==> config.mk <==
export PLATFORM = sky130hd
export DESIGN_NAME = shift_arbiter_flat
export DESIGN_NICKNAME = d
export VERILOG_FILES = /design/src/rtl/shift_pkg.sv /design/src/rtl/shift_arbiter_if.sv /design/src/rtl/rr_arb2.sv /design/src/rtl/shift_arbiter.sv /design/src/flat_wrapper.sv
export SDC_FILE = /design/constraint.sdc
export NUM_CORES = 1
export LEC_CHECK = 0
export CAP_MARGIN = 20
export CORE_MARGIN = 2
export CORE_UTILIZATION = 49
export DETAILED_ROUTE_END_ITERATION = 8
export PLACE_DENSITY = 0.8
export SLEW_MARGIN = 25
export SYNTH_ARGS = -nofsm -noshare
export SYNTH_HDL_FRONTEND = slang
export SYNTH_HIERARCHICAL = 1
export SYNTH_SLANG_ARGS = --single-unit
==> constraint.sdc <==
create_clock -name clk -period 2.6 [get_ports clk]
set_input_delay 0.39 -clock clk [delete_from_list [all_inputs] [get_ports clk]]
set_output_delay 0.39 -clock clk [all_outputs]
set_load 0.02 [all_outputs]
==> src/rtl/shift_pkg.sv <==
// Shared definitions for the shift arbiter slice: op encodings and the
// combinational shift function used by the shared datapath.
package shift_pkg;

   localparam int DATA_W  = 32;
   localparam int SHAMT_W = $clog2(DATA_W);

   typedef logic [1:0] shift_op_t;

   localparam shift_op_t SH_SRL  = 2'b00;
   localparam shift_op_t SH_SLL  = 2'b01;
   localparam shift_op_t SH_SRA  = 2'b10;
   localparam shift_op_t SH_PASS = 2'b11;

   // SRA goes through a signed view so the sign bit is replicated.
   function automatic logic [DATA_W-1:0] f_shift(input logic [DATA_W-1:0]  a,
                                                 input logic [SHAMT_W-1:0] shamt,
                                                 input shift_op_t          op);
      logic [DATA_W-1:0] r;
      r = a;
      case (op)
         SH_SRL:  r = a >> shamt;
         SH_SLL:  r = a << shamt;
         SH_SRA:  r = $unsigned($signed(a) >>> shamt);
         default: r = a;
      endcase
      return r;
   endfunction

endpackage

==> src/rtl/shift_arbiter_if.sv <==
// Requester / result bundle for the shared shift unit. The slave modport is
// the arbiter side; the master modport is the requesters plus the consumer.
interface shift_arbiter_if #(
   parameter int N   = 32,
   parameter int SHW = $clog2(N)
);

   logic           req0_valid;
   logic [N-1:0]   req0_a;
   logic [SHW-1:0] req0_shamt;
   logic [1:0]     req0_type;
   logic           req0_ready;

   logic           req1_valid;
   logic [N-1:0]   req1_a;
   logic [SHW-1:0] req1_shamt;
   logic [1:0]     req1_type;
   logic           req1_ready;

   logic           res_valid;
   logic [N-1:0]   res_data;
   logic           res_id;
   logic           res_ready;

   modport master (
      output req0_valid, req0_a, req0_shamt, req0_type,
      input  req0_ready,
      output req1_valid, req1_a, req1_shamt, req1_type,
      input  req1_ready,
      input  res_valid, res_data, res_id,
      output res_ready
   );

   modport slave (
      input  req0_valid, req0_a, req0_shamt, req0_type,
      output req0_ready,
      input  req1_valid, req1_a, req1_shamt, req1_type,
      output req1_ready,
      output res_valid, res_data, res_id,
      input  res_ready
   );

endinterface

==> src/rtl/rr_arb2.sv <==
// Two-way round-robin arbiter. The pointer names the requester favoured on a
// tie and only moves when the grant is actually consumed (advance).
module rr_arb2 (
   input  logic clk,
   input  logic rst,
   input  logic valid0,
   input  logic valid1,
   input  logic advance,
   output logic grant0,
   output logic grant1
);

   logic ptr_q;
   logic ptr_d;

   // Pointer register.
   always_ff @(posedge clk) begin
      if (rst) begin
         ptr_q <= 1'b0;
      end else begin
         ptr_q <= ptr_d;
      end
   end

   // After a served grant, favour the other requester next time.
   always_comb begin
      ptr_d = ptr_q;
      if (advance) begin
         ptr_d = grant0;
      end
   end

   // Grant decode: a lone requester always wins, ties go to the pointer.
   always_comb begin
      grant0 = 1'b0;
      grant1 = 1'b0;
      case ({valid1, valid0})
         2'b01:   grant0 = 1'b1;
         2'b10:   grant1 = 1'b1;
         2'b11: begin
            grant0 = ~ptr_q;
            grant1 = ptr_q;
         end
         default: ;
      endcase
   end

endmodule

==> src/rtl/shift_arbiter.sv <==
// Shares one shift datapath between two requesters with round-robin grant
// and a one-entry registered result carrying the requester tag.
module shift_arbiter
   import shift_pkg::*;
#(
   parameter int N   = DATA_W,
   parameter int SHW = $clog2(N)
) (
   input  logic          clk,
   input  logic          rst,
   shift_arbiter_if.slave bus
);

   logic           grant0;
   logic           grant1;
   logic           slot_free;
   logic           take0;
   logic           take1;
   logic           accept;

   logic [N-1:0]   sel_a;
   logic [SHW-1:0] sel_shamt;
   shift_op_t      sel_type;

   logic           res_valid_q;
   logic [N-1:0]   res_data_q;
   logic           res_id_q;

   rr_arb2 u_arb (
      .clk     (clk),
      .rst     (rst),
      .valid0  (bus.req0_valid),
      .valid1  (bus.req1_valid),
      .advance (accept),
      .grant0  (grant0),
      .grant1  (grant1)
   );

   // The slot can refill in the same cycle the consumer drains it.
   assign slot_free = !res_valid_q | bus.res_ready;
   assign take0     = slot_free & grant0 & !rst;
   assign take1     = slot_free & grant1 & !rst;
   assign accept    = take0 | take1;

   assign bus.req0_ready = take0;
   assign bus.req1_ready = take1;

   assign sel_a     = grant1 ? bus.req1_a     : bus.req0_a;
   assign sel_shamt = grant1 ? bus.req1_shamt : bus.req0_shamt;
   assign sel_type  = grant1 ? bus.req1_type  : bus.req0_type;

   // Result register: data and tag only change on an accepted operation.
   always_ff @(posedge clk) begin
      if (rst) begin
         res_valid_q <= 1'b0;
         res_data_q  <= '0;
         res_id_q    <= 1'b0;
      end else if (accept) begin
         res_valid_q <= 1'b1;
         res_data_q  <= f_shift(sel_a, sel_shamt, sel_type);
         res_id_q    <= take1;
      end else if (bus.res_ready) begin
         res_valid_q <= 1'b0;
      end
   end

   assign bus.res_valid = res_valid_q;
   assign bus.res_data  = res_data_q;
   assign bus.res_id    = res_id_q;

endmodule
==> src/flat_wrapper.sv <==
// flat-port wrapper written by rule: the top's interface ports become plain ports
module shift_arbiter_flat import shift_pkg::*;
#(
   parameter int N   = DATA_W,
   parameter int SHW = $clog2(N)
)
  (clk, rst, bus_req0_valid, bus_req0_a, bus_req0_shamt, bus_req0_type, bus_req0_ready, bus_req1_valid, bus_req1_a, bus_req1_shamt, bus_req1_type, bus_req1_ready, bus_res_valid, bus_res_data, bus_res_id, bus_res_ready);
  shift_arbiter_if #(.N(N), .SHW(SHW)) bus_i ();
  input  logic clk;
  input  logic rst;
  input wire logic [$bits(bus_i.req0_valid)-1:0] bus_req0_valid;
  input wire logic [$bits(bus_i.req0_a)-1:0] bus_req0_a;
  input wire logic [$bits(bus_i.req0_shamt)-1:0] bus_req0_shamt;
  input wire logic [$bits(bus_i.req0_type)-1:0] bus_req0_type;
  output wire logic [$bits(bus_i.req0_ready)-1:0] bus_req0_ready;
  input wire logic [$bits(bus_i.req1_valid)-1:0] bus_req1_valid;
  input wire logic [$bits(bus_i.req1_a)-1:0] bus_req1_a;
  input wire logic [$bits(bus_i.req1_shamt)-1:0] bus_req1_shamt;
  input wire logic [$bits(bus_i.req1_type)-1:0] bus_req1_type;
  output wire logic [$bits(bus_i.req1_ready)-1:0] bus_req1_ready;
  output wire logic [$bits(bus_i.res_valid)-1:0] bus_res_valid;
  output wire logic [$bits(bus_i.res_data)-1:0] bus_res_data;
  output wire logic [$bits(bus_i.res_id)-1:0] bus_res_id;
  input wire logic [$bits(bus_i.res_ready)-1:0] bus_res_ready;
  assign bus_i.req0_valid = bus_req0_valid;
  assign bus_i.req0_a = bus_req0_a;
  assign bus_i.req0_shamt = bus_req0_shamt;
  assign bus_i.req0_type = bus_req0_type;
  assign bus_req0_ready = bus_i.req0_ready;
  assign bus_i.req1_valid = bus_req1_valid;
  assign bus_i.req1_a = bus_req1_a;
  assign bus_i.req1_shamt = bus_req1_shamt;
  assign bus_i.req1_type = bus_req1_type;
  assign bus_req1_ready = bus_i.req1_ready;
  assign bus_res_valid = bus_i.res_valid;
  assign bus_res_data = bus_i.res_data;
  assign bus_res_id = bus_i.res_id;
  assign bus_i.res_ready = bus_res_ready;
  shift_arbiter #(.N(N), .SHW(SHW)) u_core (.clk(clk), .rst(rst), .bus(bus_i));
endmodule
==> results.cfg, run 1 <==
[yosys]
synth_edf_count = 0
synth_area_leader_cell = mux2i_1
yosysWarnings = 6
synthTopCellsByCount = 145 x mux2i_1, 68 x nor2_1, 54 x a21oi_1
synthFlopType = dfxtp_1
synth_top_cells_by_area = mux2i_1 25%, dfxtp_1 12%, mux2_4 4.8%
synth_cells = 735
synthesis.nets = 818
synth_top_area_frac = 0.245
synth-seq-cells = 35
synthArstFlopShare = 0
netlist_area_mm2 = 0.00592
syn_area_per_cell_um2 = 8.06
synth.distinct_cells = 67
ys_seq_area_frac = 0.118
post-synth-top-count-cell = mux2i_1

[status]
error = [ERROR GRT-0232] Routing congestion too high. Check the congestion heatmap in the GUI.
status = aborted with a tool error
stop_stage = global routing (5_1_grt)

[clock_tree]
numCtsBuffers = 5
cts_max_level = 2
root_buffer = clkbuf_16
clkSinkCount = 35
clockBufferDepth = 2
postCtsHoldBufs = 0

[timing]
grt-worst-endpoint = u_core/bus.res_data[28]$_SDFFE_PP0P_/D
endpoint_type = sequential cell input

[placed_design]
place.gp.congestion = 1.20
io_buffers = 118
dp_hpwl_um = 24700

[floorplanning]
rows = 40
die_h_um = 114
io_pins = 119
fp.dieW_um = 114
start_util = 0.497

[global_route]
grt_max_degree = 30
grt_overflow = 155
grt_use_total = 0.721
[metrics by stage]
| stage | cell area, um^2 | setup TNS [ps] | cells | hold WS [ps] | worst slack (ps) |
|---|---|---|---|---|---|
| floorplan | 5920 | 0 | 735 | 533 | 92.8 |
| CTS | 9830 | -3050 | 1230 | 475 | -170 |
| global placement | 9050 | -20320 | 1201 | 442 | -830 |
| detailed placement | 9050 | -21690 | 1201 | 467 | -841 |
[layer usage]
metal  GRT usage  overflow
met5      0.0941         0
met4       0.752        57
met3       0.501         0
met2       0.938        98
met1       0.719         0
[logic make-up after synthesis]
family,share of synthesized area
AOI/OAI and AO/OA,0.263
muxes,0.395
and+or+nand+nor,0.148
buffers and inverters,0.0754
DFF,0.118
[timing repair]
| item | in CTS |
|---|---|
| resized for setup | 111 |
| endpoints found under the hold margin | 0 |
| pin swaps | 13 |
| setup buffers | 19 |
| setup endpoints to repair | 33 |
| gates cloned | 2 |
==> run 2: changes to the inputs <==
- CORE_UTILIZATION: 49 -> 40
- PLACE_DENSITY: 0.8 -> unset
- PLACE_DENSITY_LB_ADDON: unset -> 0.15
- clock period: 2.6 -> 3.4 ns (I/O delays scaled with it)
==> run 2 against run 1 <==
Effect of this change: the run now ends clean; area after synthesis is the same; synthesized cell count is the same.
==> results.cfg, run 2 <==
[global_route]
grt_pass1_vias = 7712
antenna_found_initial = 0
grt_max_degree = 35
grt_first_pass_wirelength_um = 47000
grt_overflow = 0
grt_use_total = 0.392

[timing]
whs_ps = 476
rsz0062_at_grt = yes
finalWorstSetupSlack_ps = 70.6
hold_violations = 0
slew_headroom = 0.374
fmax_mhz = 300
final_max_slew_viol_count = 0
setup_viol = 0
tns_ps = 0
tightest_slew_ps = 938
fin_crit_sh = 0.979
min_period_ps = 3330
skew_ps = 6.26

[final_layout]
layout.nets = 1076
layout.cells.most_common = buf_4
diodes = 0
syn2layout_area_growth_pct = 48.3
fin_util = 0.606
largest_reg_flops = 32
mostFrequentLayoutCells = 184 x buf_4, 141 x mux2i_1, 118 x clkdlybuf4s50_1
drive_above_1_share = 0.292

[status]
status = finished clean

[hold_path]
hold_path_class = reg -> reg

[floorplanning]
die_area_mm2 = 0.0158
die_h_um = 126
core_mm2 = 0.0145
fp.dieW_um = 126
start_util = 0.409
rows = 44
io_pins = 119

[placed_design]
dp_slack_ps = -283
place.gp.congestion = 1.09
dp_hpwl_um = 25600
io_buffers = 118

[clock_tree]
postCtsHoldBufs = 0
clkSinkCount = 35
root_buffer = clkbuf_16
cts_max_level = 2
clock_latency_ps = 290
numCtsBuffers = 5
cts_tree = built
clk_pin_slew_worst_paths_ps = 60
clockBufferDepth = 2

[setup_path]
cp.arrival_ps = 3520
reg2reg_depth = 12
crit_required_ps = 3590
worstSetupEndpointType = flop
crit_start = bus_req1_valid
cp_max_fo = 13
critPathKind = in -> reg
reg2reg_from = u_core/u_arb/ptr_q$_SDFFE_PP0P_
cp-start-kind = primary input
r2r-end = u_core/bus.res_data[16]$_SDFFE_PP0P_
cp-endpoint = u_core/bus.res_data[16]$_SDFFE_PP0P_
rrSetupSlack_ps = 400

[routing]
wl_um = 31600
drc = 0
num_vias = 7612
drt-initial-drc-count = 820
wl_per_cell_um = 26.8
antenna_left = 0
drt_first_pass_iters = 6
vias_per_cell = 6.46

[yosys]
synth_edf_count = 0
synth_top_area_frac = 0.245
post-synth-top-count-cell = mux2i_1
netlist_area_mm2 = 0.00592
synth.distinct_cells = 67
yosysWarnings = 6
synth_top_cells_by_area = mux2i_1 25%, dfxtp_1 12%, mux2_4 4.8%
ys_seq_area_frac = 0.118
synthFlopType = dfxtp_1
synth_area_leader_cell = mux2i_1
synthesis.nets = 818
synth-seq-cells = 35
synthArstFlopShare = 0
synthTopCellsByCount = 145 x mux2i_1, 68 x nor2_1, 54 x a21oi_1
syn_area_per_cell_um2 = 8.06
synth_cells = 735

[power]
power_mw = 2.97
leakage_nw = 3.72
p_per_area_mw_per_mm2 = 338
peakVddDrop_mv = 0.201

[job]
cap_violations = 0
[run 2: cell counts after synthesis]
Identical to the previous run, type by type.
[run 2: final cells by class]
type	count	area (um^2)
clock buffers	7	133
clock inverters	1	5.00
flip-flops and latches	35	701
fillers	1276	5700
multi-input cells	628	4820
inverters	6	22.5
well taps	184	230
repair buffers	317	2860
[run 2: timing repair]
item | 4_1_cts | 5_1_grt
pin swaps | 0 | 0
resized for setup | 1 | 8
endpoints found under the setup margin | 1 | 9
buffers inserted | 0 | 1
[run 2: worst min-delay path by stage]
stage / cells after the start / slack, ps / endpoint / start
global route: 2 / 510 / u_core/bus.res_data[17]$_SDFFE_PP0P_ / u_core/bus.res_data[17]$_SDFFE_PP0P_
CTS: 2 / 480 / u_core/bus.res_data[17]$_SDFFE_PP0P_ / u_core/bus.res_data[17]$_SDFFE_PP0P_
finish: 2 / 480 / u_core/bus.res_id$_SDFFE_PP0P_ / u_core/bus.res_id$_SDFFE_PP0P_
detailed placement: 2 / 470 / u_core/bus.res_data[17]$_SDFFE_PP0P_ / u_core/bus.res_data[17]$_SDFFE_PP0P_
floorplan: 2 / 530 / u_core/bus.res_id$_SDFFE_PP0P_ / u_core/bus.res_id$_SDFFE_PP0P_
global placement: 2 / 440 / u_core/bus.res_id$_SDFFE_PP0P_ / u_core/bus.res_id$_SDFFE_PP0P_
[run 2: per-stage QoR]
stage,instance area (um^2),cells
floorplan,5920,735
global placement,8610,1169
detailed placement,8610,1169
CTS,8750,1177
global route,8780,1178
finish,8780,1178
[run 2: critical path, cell delays in order]
cell             delay, ps
clkdlybuf4s50_1        500
a21boi_4               230
buf_12                 180
mux2_4                 420
buf_4                  220
buf_4                  170
mux2i_1                290
mux2i_1                190
buf_4                  180
o22ai_1                250
nor3_1                  80
o32ai_1                290
[run 2: metal layers]
| layer | up-vias | wire (um) | global-route usage |
|---|---|---|---|
| met5 | - | 0 | 0 |
| met4 | 0 | 2320 | 0.229 |
| met3 | 120 | 2970 | 0.0752 |
| met2 | 492 | 14000 | 0.622 |
| met1 | 3632 | 12300 | 0.495 |
| li1 | 3368 | - | - |
[run 2: where the power goes]
part	internal [mW]	switching [mW]	leakage, nW	total (mW)
Clock	0.272	0.202	0.0679	0.474
Combinational	0.914	1.08	3.37	2.00
Sequential	0.460	0.0349	0.289	0.495
[run 2: kinds of logic (layout without fill, tap and decap cells)]
kind of cell | Yosys count | count (layout) | synth area share
AO/OA/AOI/OAI | 233 | 233 | 0.263
multiplexers | 204 | 204 | 0.395
AND/OR/NAND/NOR | 191 | 191 | 0.148
buffers and inverters | 72 | 331 | 0.0754
flip-flops | 35 | 35 | 0.118
(Power assumes the default switching activity.)
==> run 3: changes to the inputs <==
- CTS_BUF_LIST: unset -> sky130_fd_sc_hd__clkbuf_8
==> run 3 against run 2 <==
Effect of this change: clock skew shrank 2.7 ps; critical path depth is the same; clock power shrank 31%; combinational power is essentially flat; final cell count is the same; via count shrank 0.75%; sequential share of layout area is essentially flat; power shrank 5.0%; sequential power is essentially flat; largest power group unchanged.
==> results.cfg, run 3 (synthesis results as in run 2) <==
[setup_path]
path_buf_inv = 4
cp.arrival_ps = 3560
r2r-end = u_core/bus.res_data[16]$_SDFFE_PP0P_
rrSetupSlack_ps = 340
slowest_delay_ps = 500
reg2reg_from = u_core/u_arb/ptr_q$_SDFFE_PP0P_
critPathKind = in -> reg
worstSetupEndpointType = flop
reg2reg_depth = 12
critPathTopFamily = compound AO/OA/AOI/OAI gates
crit_required_ps = 3610
path_cells = clkdlybuf4s50_1 -> a21boi_4 -> buf_12 -> mux2_4 -> buf_12 -> mux2i_1 -> o21ai_1 -> mux2i_1 -> buf_4 -> o22ai_1 -> nor3_1 -> o32ai_1
cp_max_fo = 13
critical-path-slowest-cell = clkdlybuf4s50_1
cp-start-kind = primary input
crit_start = bus_req1_valid

[final_layout]
diodes = 0
syn2layout_area_growth_pct = 47.4
layout.nets = 1076
drive_above_1_share = 0.293
multiInputGateArea_mm2 = 0.00483
instances_no_fill = 1178
mostFrequentLayoutCells = 184 x buf_4, 140 x mux2i_1, 118 x clkdlybuf4s50_1
fillers = 1285
largest_reg_flops = 32
layout.cells.most_common = buf_4
seq_area_um2 = 701

[placed_design]
io_buffers = 118
dp.cells = 1169
dp_hpwl_um = 25600
place.gp.congestion = 1.09
dp_slack_ps = -283

[hold_path]
holdCritStartpoint = u_core/bus.res_id$_SDFFE_PP0P_
hold_path_class = reg -> reg
hold_end = u_core/bus.res_id$_SDFFE_PP0P_
hold_path_depth = 2

[timing]
setup_viol = 0
fmax_mhz = 298
tightest_slew_ps = 926
skew_ps = 3.55
final_max_slew_viol_count = 0
slew_headroom = 0.382
min_period_ps = 3360
rsz0062_at_grt = no
hold_violations = 0
fin_crit_sh = 0.987
finalWorstSetupSlack_ps = 44.9

[power]
peakVddDrop_mv = 0.188
leakage_nw = 3.70
p_per_area_mw_per_mm2 = 323

[global_route]
grt_overflow = 0
antenna_found_initial = 0
grt_pass1_vias = 7751
grt_max_degree = 35
grt_use_total = 0.391
grt_first_pass_wirelength_um = 47000

[floorplanning]
die_h_um = 126
core_mm2 = 0.0145
die_area_mm2 = 0.0158
rows = 44
fp.dieW_um = 126
start_util = 0.409
io_pins = 119

[clock_tree]
cts_tree = built
clock_latency_ps = 310
clockBufferDepth = 2
cts_max_level = 2
numCtsBuffers = 5
clk_pin_slew_worst_paths_ps = 80
postCtsHoldBufs = 0
root_buffer = clkbuf_8
clkSinkCount = 35

[routing]
vias_per_cell = 6.41
drt-initial-drc-count = 931
drc = 0
antenna_left = 0
wl_per_cell_um = 26.8
wl_um = 31500
drt_first_pass_iters = 5
num_vias = 7555

[status]
status = finished clean

[job]
cap_violations = 0
run 3: report_power, final:
group	internal (mW)	switching, mW
Sequential	0.460	0.0347
Combinational	0.915	1.08
Clock	0.139	0.187
Total	1.51	1.31
run 3: area by class of cell:
class / instances / share of cell area
Timing Repair Buffer: 317 / 0.328
Multi-Input combinational cell: 628 / 0.553
Inverter: 6 / 0.00258
Tap cell: 184 / 0.0264
Sequential cell: 35 / 0.0803
Clock buffer: 5 / 0.00789
Clock inverter: 3 / 0.00143
run 3: worst max-delay path by stage:
stage | slack (ps) | cells after the start | endpoint
detailed placement | -280 | 13 | u_core/bus.res_data[15]$_SDFFE_PP0P_
finish | 40 | 12 | u_core/bus.res_data[16]$_SDFFE_PP0P_
global route | 10 | 13 | u_core/bus.res_data[31]$_SDFFE_PP0P_
floorplan | 650 | 14 | u_core/bus.res_data[15]$_SDFFE_PP0P_
CTS | 10 | 13 | u_core/bus.res_data[15]$_SDFFE_PP0P_
global placement | -290 | 13 | u_core/bus.res_data[15]$_SDFFE_PP0P_
run 3: tightest hold or removal path, delay by kind of cell, from the launching register on:
| kind | cells | cell delay, ps |
|---|---|---|
| compound gates | 1 | 60 |
| flops | 1 | 320 |
| simple gates | 1 | 60 |
run 3: per-layer routing:
metal | vias to the layer above | wire (um) | part of all wire | track usage
met1 | 3555 | 12000 | 0.38 | 0.490
met5 | - | 0 | 0 | 0
met3 | 119 | 3140 | 0.10 | 0.0777
met2 | 524 | 14000 | 0.44 | 0.618
met4 | 0 | 2370 | 0.075 | 0.242
li1 | 3357 | - | - | -
run 3: what timing repair did:
action	in CTS	in global routing
setup buffers	0	1
endpoints found under the setup margin	0	8
gates resized for setup	0	8
run 3: metrics by stage:
stage	power (mW)	util	TNS, ps	cell area [um^2]	hold WS [ps]
after floorplan	1.47	-	0	5920	533
after global placement	2.42	0.594	-1950	8610	445
after detailed placement	2.43	0.594	-2330	8610	469
after CTS	2.75	0.600	0	8690	484
after global routing	2.92	0.603	0	8720	511
final	2.82	0.603	0	8720	480
